[config.mk]
export PLATFORM = sky130hd
export DESIGN_NAME = scene_packet_decoder
export DESIGN_NICKNAME = d
export VERILOG_FILES = /design/src/rtl/scene_packet_decoder.sv
export SDC_FILE = /design/constraint.sdc
export NUM_CORES = 2
export LEC_CHECK = 0
export BUFFER_PORTS_ARGS = -buffer_cell sky130_fd_sc_hd__buf_4
export CAP_MARGIN = 20
export CELL_PAD_IN_SITES_DETAIL_PLACEMENT = 0
export CELL_PAD_IN_SITES_GLOBAL_PLACEMENT = 1
export CORE_AREA = 2 2 273 275
export DETAILED_ROUTE_END_ITERATION = 7
export DIE_AREA = 0 0 275 277
export PLACE_DENSITY = 0.82
export SLEW_MARGIN = 10
export SYNTH_ARGS = -nofsm -noshare
export SYNTH_HDL_FRONTEND = slang
export SYNTH_SLANG_ARGS = --single-unit
[constraint.sdc]
create_clock -name CLK100MHZ -period 69.6 [get_ports CLK100MHZ]
set_input_delay 13.92 -clock CLK100MHZ [delete_from_list [all_inputs] [get_ports CLK100MHZ]]
set_output_delay 13.92 -clock CLK100MHZ [all_outputs]
set_load 0.005 [all_outputs]
[src/rtl/scene_packet_decoder.sv]
// scene_packet_decoder
//
// Decodes 64-bit scene command words from the SPI slave into a double-buffered
// sphere table. SPHERE/CLEAR commands edit a shadow bank; FRAME_END arms a
// commit that copies shadow to active on the next frame_start pulse, so the
// raytracing controller only ever reads a complete scene.
//
// Ports:
//   CLK100MHZ       in   system clock, rising edge
//   ck_rst          in   asynchronous active-high reset
//   recv_dv         in   one-cycle strobe, recv_64bit holds a complete word
//   recv_64bit      in   command word: opcode [63:60], idx [59:56], data [55:0]
//   frame_start     in   one-cycle pulse at start of vertical blanking
//   rd_idx          in   active-bank read index
//   rd_sphere       out  active entry rd_idx {x,y,z,radius,color}, 0 if out of range
//   sphere_valid    out  active-bank valid mask
//   commit_pending  out  FRAME_END seen, commit not yet taken
//   recv_interrupt  out  ready for next scene (to MCU)
//   frame_id        out  commit counter, wraps 255->0
//   err_count       out  saturating count of rejected words
module scene_packet_decoder #(
  parameter int NUM_SPHERES = 8,
  parameter int ERR_W       = 8,
  localparam int IDX_W      = (NUM_SPHERES > 1) ? $clog2(NUM_SPHERES) : 1
) (
  input  logic                   CLK100MHZ,
  input  logic                   ck_rst,
  input  logic                   recv_dv,
  input  logic [63:0]            recv_64bit,
  input  logic                   frame_start,
  input  logic [IDX_W-1:0]       rd_idx,
  output logic [55:0]            rd_sphere,
  output logic [NUM_SPHERES-1:0] sphere_valid,
  output logic                   commit_pending,
  output logic                   recv_interrupt,
  output logic [7:0]             frame_id,
  output logic [ERR_W-1:0]       err_count
);

  localparam logic [3:0] OP_NOP       = 4'h0;
  localparam logic [3:0] OP_SPHERE    = 4'h1;
  localparam logic [3:0] OP_FRAME_END = 4'h2;
  localparam logic [3:0] OP_CLEAR     = 4'h3;

  typedef enum logic {
    ST_COLLECT,
    ST_PENDING
  } state_t;

  function automatic logic [ERR_W-1:0] sat_inc(input logic [ERR_W-1:0] v);
    if (&v) return v;
    return v + 1'b1;
  endfunction

  state_t                 r_state;
  state_t                 w_state_nxt;
  logic [55:0]            r_shadow [NUM_SPHERES];
  logic [NUM_SPHERES-1:0] r_shadow_valid;
  logic [55:0]            r_active [NUM_SPHERES];
  logic [NUM_SPHERES-1:0] r_active_valid;
  logic [7:0]             r_frame_id;
  logic [ERR_W-1:0]       r_err_count;
  logic                   r_irq;

  logic [3:0]  w_op;
  logic [3:0]  w_idx;
  logic [55:0] w_data;
  logic        w_idx_ok;
  logic        w_sphere_wr;
  logic        w_clear;
  logic        w_frame_end;
  logic        w_err;
  logic        w_commit;

  // Command decode
  assign w_op        = recv_64bit[63:60];
  assign w_idx       = recv_64bit[59:56];
  assign w_data      = recv_64bit[55:0];
  assign w_idx_ok    = ({28'd0, w_idx} < 32'(NUM_SPHERES));
  assign w_sphere_wr = recv_dv && (w_op == OP_SPHERE) && w_idx_ok;
  assign w_clear     = recv_dv && (w_op == OP_CLEAR);
  assign w_frame_end = recv_dv && (w_op == OP_FRAME_END);
  assign w_err       = recv_dv && (w_op != OP_NOP) && (w_op != OP_FRAME_END) &&
                       (w_op != OP_CLEAR) && !w_sphere_wr;

  // A FRAME_END arriving on the committing edge is absorbed into that commit.
  assign w_commit    = (r_state == ST_PENDING) && frame_start;

  always_comb begin
    w_state_nxt = r_state;
    case (r_state)
      ST_COLLECT: if (w_frame_end) w_state_nxt = ST_PENDING;
      ST_PENDING: if (frame_start) w_state_nxt = ST_COLLECT;
      default:    w_state_nxt = ST_COLLECT;
    endcase
  end

  // Control state
  always_ff @(posedge CLK100MHZ or posedge ck_rst) begin
    if (ck_rst) begin
      r_state     <= ST_COLLECT;
      r_frame_id  <= 8'd0;
      r_err_count <= '0;
      r_irq       <= 1'b1;
    end else begin
      r_state <= w_state_nxt;
      if (w_commit) r_frame_id <= r_frame_id + 8'd1;
      if (w_err)    r_err_count <= sat_inc(r_err_count);
      // Commit sets the interrupt even if a word is received on the same edge.
      if (w_commit)     r_irq <= 1'b1;
      else if (recv_dv) r_irq <= 1'b0;
    end
  end

  // Shadow bank: written by SPHERE/CLEAR, never touched by commit
  always_ff @(posedge CLK100MHZ or posedge ck_rst) begin
    if (ck_rst) begin
      r_shadow_valid <= '0;
      for (int i = 0; i < NUM_SPHERES; i++) r_shadow[i] <= '0;
    end else begin
      if (w_clear) r_shadow_valid <= '0;
      for (int i = 0; i < NUM_SPHERES; i++) begin
        if (w_sphere_wr && (w_idx == 4'(i))) begin
          r_shadow[i]       <= w_data;
          r_shadow_valid[i] <= 1'b1;
        end
      end
    end
  end

  // Active bank: copies the pre-write shadow contents on the commit edge
  always_ff @(posedge CLK100MHZ or posedge ck_rst) begin
    if (ck_rst) begin
      r_active_valid <= '0;
      for (int i = 0; i < NUM_SPHERES; i++) r_active[i] <= '0;
    end else if (w_commit) begin
      r_active_valid <= r_shadow_valid;
      for (int i = 0; i < NUM_SPHERES; i++) r_active[i] <= r_shadow[i];
    end
  end

  // Read mux; indices with no matching slot fall through to zero
  always_comb begin
    rd_sphere = '0;
    for (int i = 0; i < NUM_SPHERES; i++) begin
      if ({{(32-IDX_W){1'b0}}, rd_idx} == 32'(i)) rd_sphere = r_active[i];
    end
  end

  assign sphere_valid   = r_active_valid;
  assign commit_pending = (r_state == ST_PENDING);
  assign recv_interrupt = r_irq;
  assign frame_id       = r_frame_id;
  assign err_count      = r_err_count;

endmodule

# Word level (Yosys, flattened, before mapping)
# Index checks and enable logic that the tools add are counted.
dict set report word_totals {
  output_inout_bits 82
  register_bits 930
  in_bits 71
}
dict set report classes {
  bitwise 1
  n_reduce_logical 32
  magnitude_cmp 1
  n_addsub 2
  eq_ne 20
  mux 25
}
# op n
set op_table {}
lappend op_table {{two-way mux 56 bit} 8}
lappend op_table {{nonzero test 2 bit} 9}
lappend op_table {{logical AND 1 bit} 17}
lappend op_table {{adder 8 x 1 -> 8 bit, second input constant} 2}
lappend op_table {{equality test 4 x 2 -> 1 bit, second input constant} 4}
lappend op_table {{equality test 4 x 3 -> 1 bit, second input constant} 4}
lappend op_table {{two-way mux 8 bit} 2}
lappend op_table {{two-way mux 1 bit} 14}
lappend op_table {{equality test 3 bit, second input constant} 4}
lappend op_table {{equality test 4 x 1 -> 1 bit, second input constant} 2}
lappend op_table {{!= test 4 x 2 -> 1 bit, second input constant} 2}
lappend op_table {{AND reduction 8 bit} 1}
lappend op_table {{equality test 3 x 2 -> 1 bit, second input constant} 2}
lappend op_table {{logical NOT 4 bit} 1}
lappend op_table {{< comparator 4 bit, second input constant} 1}
lappend op_table {{nonzero test 4 bit} 1}
lappend op_table {{equality test 3 x 1 -> 1 bit, second input constant} 1}
lappend op_table {{logical NOT 3 bit} 1}
lappend op_table {{!= test 2 bit, second input constant} 1}
lappend op_table {{one-hot mux 1 bit (2 select lines)} 1}
lappend op_table {{AND reduction 2 bit} 1}
lappend op_table {{logical NOT 1 bit} 1}
lappend op_table {{inverter 1 bit} 1}

# Logic depth before layout (Yosys ltp)
dict set report depth {
  ltp_word 9
  depth_mapped 7
  ltp_nobuf 5
}

# Worst setup path after synthesis
# Ideal clock, no wire load.
dict set report synth_path {
  kind {input to output}
  start {input port rd_idx[0]}
  end {output port rd_sphere[12]}
  required_time_ns 55.680
  setup_slack_ns 40.406
  n_path_buf 2
  t_arrival_ns 15.274
  path_stages 6
  path_cell_list {buf_2 buf_1 mux2_2 a22oi_1 a21oi_1 or2_2}
}
dict set report synth_between {
  elab_chain_len 9
  word_cells_on_any_way 16
  classes_between {eq/ne (7); mux (8); reduce/logical (1)}
}
# item line
set synth_lines {}
lappend synth_lines {{from (decl)} 31} ;# input logic [IDX_W-1:0] rd_idx,
lappend synth_lines {{logical NOT 3 bit} 146} ;# if ({{(32-IDX_W){1'b0}}, rd_idx} == 32'(i)) rd_sphere = r_active[i];
lappend synth_lines {{two-way mux 56 bit (7 in series)} 146}
lappend synth_lines {{two-way mux 56 bit *} 146}
lappend synth_lines {{to (decl)} 32} ;# output logic [55:0] rd_sphere,
# Mark *: on every way between the ends. The rest lies on a longest branch, timed or not.

# Worst setup path after layout
dict set report layout_path {
  start {input port rd_idx[0]}
  end {output port rd_sphere[55]}
}
# Same word-level chain as after synthesis.

==> metrics.txt <==
cell area after synthesis 0.03847 mm^2; post-layout min period 30860 ps; leading cell types in the layout, fill and taps excluded nand2_1 (1428), dfrtp_1 (929), mux2_2 (412), buf_4 (193), o21ai_0 (106); critical path type input pin to primary output; RSZ-0062 raised after global routing false; CTS clk-pin slew, worst paths 60 ps; Initial Utilization 52.29%; Mapped Cells 3566; Post-Place Worst Slack 38680 ps; Die Area 0.07618 mm^2; placed cell area 0.04031 mm^2; remaining routing DRC violations 0; PortBufs 152; Pre-antenna DRT Iters 5; fin nets 3717; Max Cap Viol 0; Leakage 23.30 nW; Register Area 0.02327 mm^2; relative slew slack 28.55%; DPL Wire Length 51620 um; aggregate routed wire length 92420 um; number of global-route vias before repair 25480; CTS Buffer Depth 3; clock sinks 930; share of post-route cells with drive strength above 1 22.73%; syn_nets 3639; Synth cell types 44; Top FF cell, synth dfrtp_1; Cell Count, Final, Fillers Out 4686; via count 25420; mean area per synthesized cell 10.79 um^2; FF-to-FF setup slack 66360 ps; Clk Latency, worst-skew pair 650 ps; final worst slack 38740 ps; Routed Antenna Nets 0; vias per cell 5.424; CP Data Required Time 55680 ps; Slew Limit Fails 0; CP max FO 48; root buf cell clkbuf_16; initial DRC count 2127; hold_buf cts 0; R2R depth 5; GRT Overall Usage 24.74%; post-CTS setup buffers 0; TNS Setup 0 ps; dpl cells 4513; Worst R2R End r_active[413]; Synth area leaders dfrtp_1 (60%), nand2_1 (14%), mux2_2 (12%); global-route wire length before repair 147200 um; Peak supply drop 19.09 uV; critical path startpoint rd_idx[0]; fin util 59.35%; Max Fclk 0.03240 GHz; Synth Register Bits 930; Multi-input gate area 0.01428 mm^2; CTS tree built; Total Power 1.199 mW; Critical Path End Type primary output; post-cts sizing count 0; HP Class flip-flop to flip-flop; Worst Max-Slew Pin Slew 1072 ps; standard-cell rows 100; remaining global-route overflow 0; # diodes 0; critical path launch point type input pin; Synthesis Warnings 0; crit path DAT 16940 ps; final instance area 0.04366 mm^2; Routability Congestion 0.7474; Pwr Density 27.47 mW/mm^2; final-report hold violation count 0; largest net degree at the start of global routing 172; initial antenna violation count 6; status complete, no violations; number of flops mapped to enable cells by yosys 0; final setup fails 0; Final period util 44.34%; most common cell after layout, fill and taps aside nand2_1; Yosys top cell area share 60.43%; top cell type by total area after synthesis dfrtp_1; routed length per instance 19.72 um; Layout Skew 17.56 ps; die span in x 275 um; I/O pins 153; H-tree depth 3; worst hold slack 455.4 ps; sequential area share after synthesis 60.50%; die height 277 um; CTS buffer count 95; Fill cells 6152; Post-synth ARST share 100.0%; RR Startpoint commit_pending; CP endpoint rd_sphere[55]; core footprint 0.07357 mm^2; Layout area overhead 13.51%
-- worst min path at each step --
stage | start | to | cells after the start
after floorplan | r_shadow[0] | r_active[0] | 2
after global placement | r_shadow[20] | r_active[20] | 2
after detailed placement | r_shadow[106] | r_active[106] | 2
after CTS | r_shadow[422] | r_active[422] | 2
after global routing | r_shadow[254] | r_active[254] | 2
final | r_shadow[205] | r_active[205] | 2
-- Yosys cell counts (4+ instances only) --
library cell and n:
dfrtp_1 929, buf_4 10, clkbuf_1 157, a221oi_1 44, xor2_1 5, nor2_1 59
buf_2 28, or2_2 6, a22oi_1 12, mux2_2 412, nand4_1 5, a21o_1 4
o21ai_0 106, buf_6 10, nor2b_1 9, a21oi_1 66, mux2_4 58, o2bb2ai_1 43
o22a_1 6, xnor2_1 5, buf_1 14, o22ai_1 7, nand3_1 46, mux2i_1 59
nand2_1 1430, inv_1 4, nor3_1 4
-- state kept, by name, summed over array words and instances (netlist names) --
name and count:
r_shadow 448, sphere_valid 8, r_active 448, err_count 8, frame_id 8, r_shadow_valid 8, recv_interrupt 1, commit_pending 1
-- metal layers --
metal | up-vias | global-route usage (%) | routed length, um
li1 | 11920 | - | -
met1 | 12860 | 35.91 | 42480
met2 | 496 | 39.17 | 43820
met3 | 134 | 3.997 | 4178
met4 | 12 | 5.918 | 1860
met5 | - | 0 | 76
-- worst max-delay path, stage by stage --
cell and delay [ps]:
buf_6 430, inv_2 490, buf_4 420, nor2_4 590
buf_4 580, nand2_1 90, o21ai_0 180, buf_4 190
-- logic make-up (layout without fill, tap and decap cells) --
group | after synthesis | in the layout | share of synthesized area [%]
muxes | 529 | 529 | 15.86
adders and majority gates | 2 | 2 | 0.06504
AOI/OAI and AO/OA | 292 | 292 | 4.869
buffers and inverters | 225 | 376 | 2.579
xor gates and xnor gates | 10 | 10 | 0.2277
DFF | 930 | 930 | 60.50
and+or+nand+nor | 1578 | 1578 | 15.90
-- where the power goes --
group | leakage, nW | switching (mW) | internal [mW]
sequential | 12.9 | 0.0162 | 0.568
clock | 1.62 | 0.211 | 0.323
combinational | 8.83 | 0.0477 | 0.0332
total | 23.3 | 0.275 | 0.924
-- final cells by class --
type,instances,share of cell area [%]
timing repair buffer,200,3.642
inverter,6,0.07164
tap,969,2.777
clock buffer,138,6.422
multi-input combinational,2411,32.70
sequential,930,53.30
clock inverter,32,1.080
No activity file was read; power rests on OpenSTA's default activity.
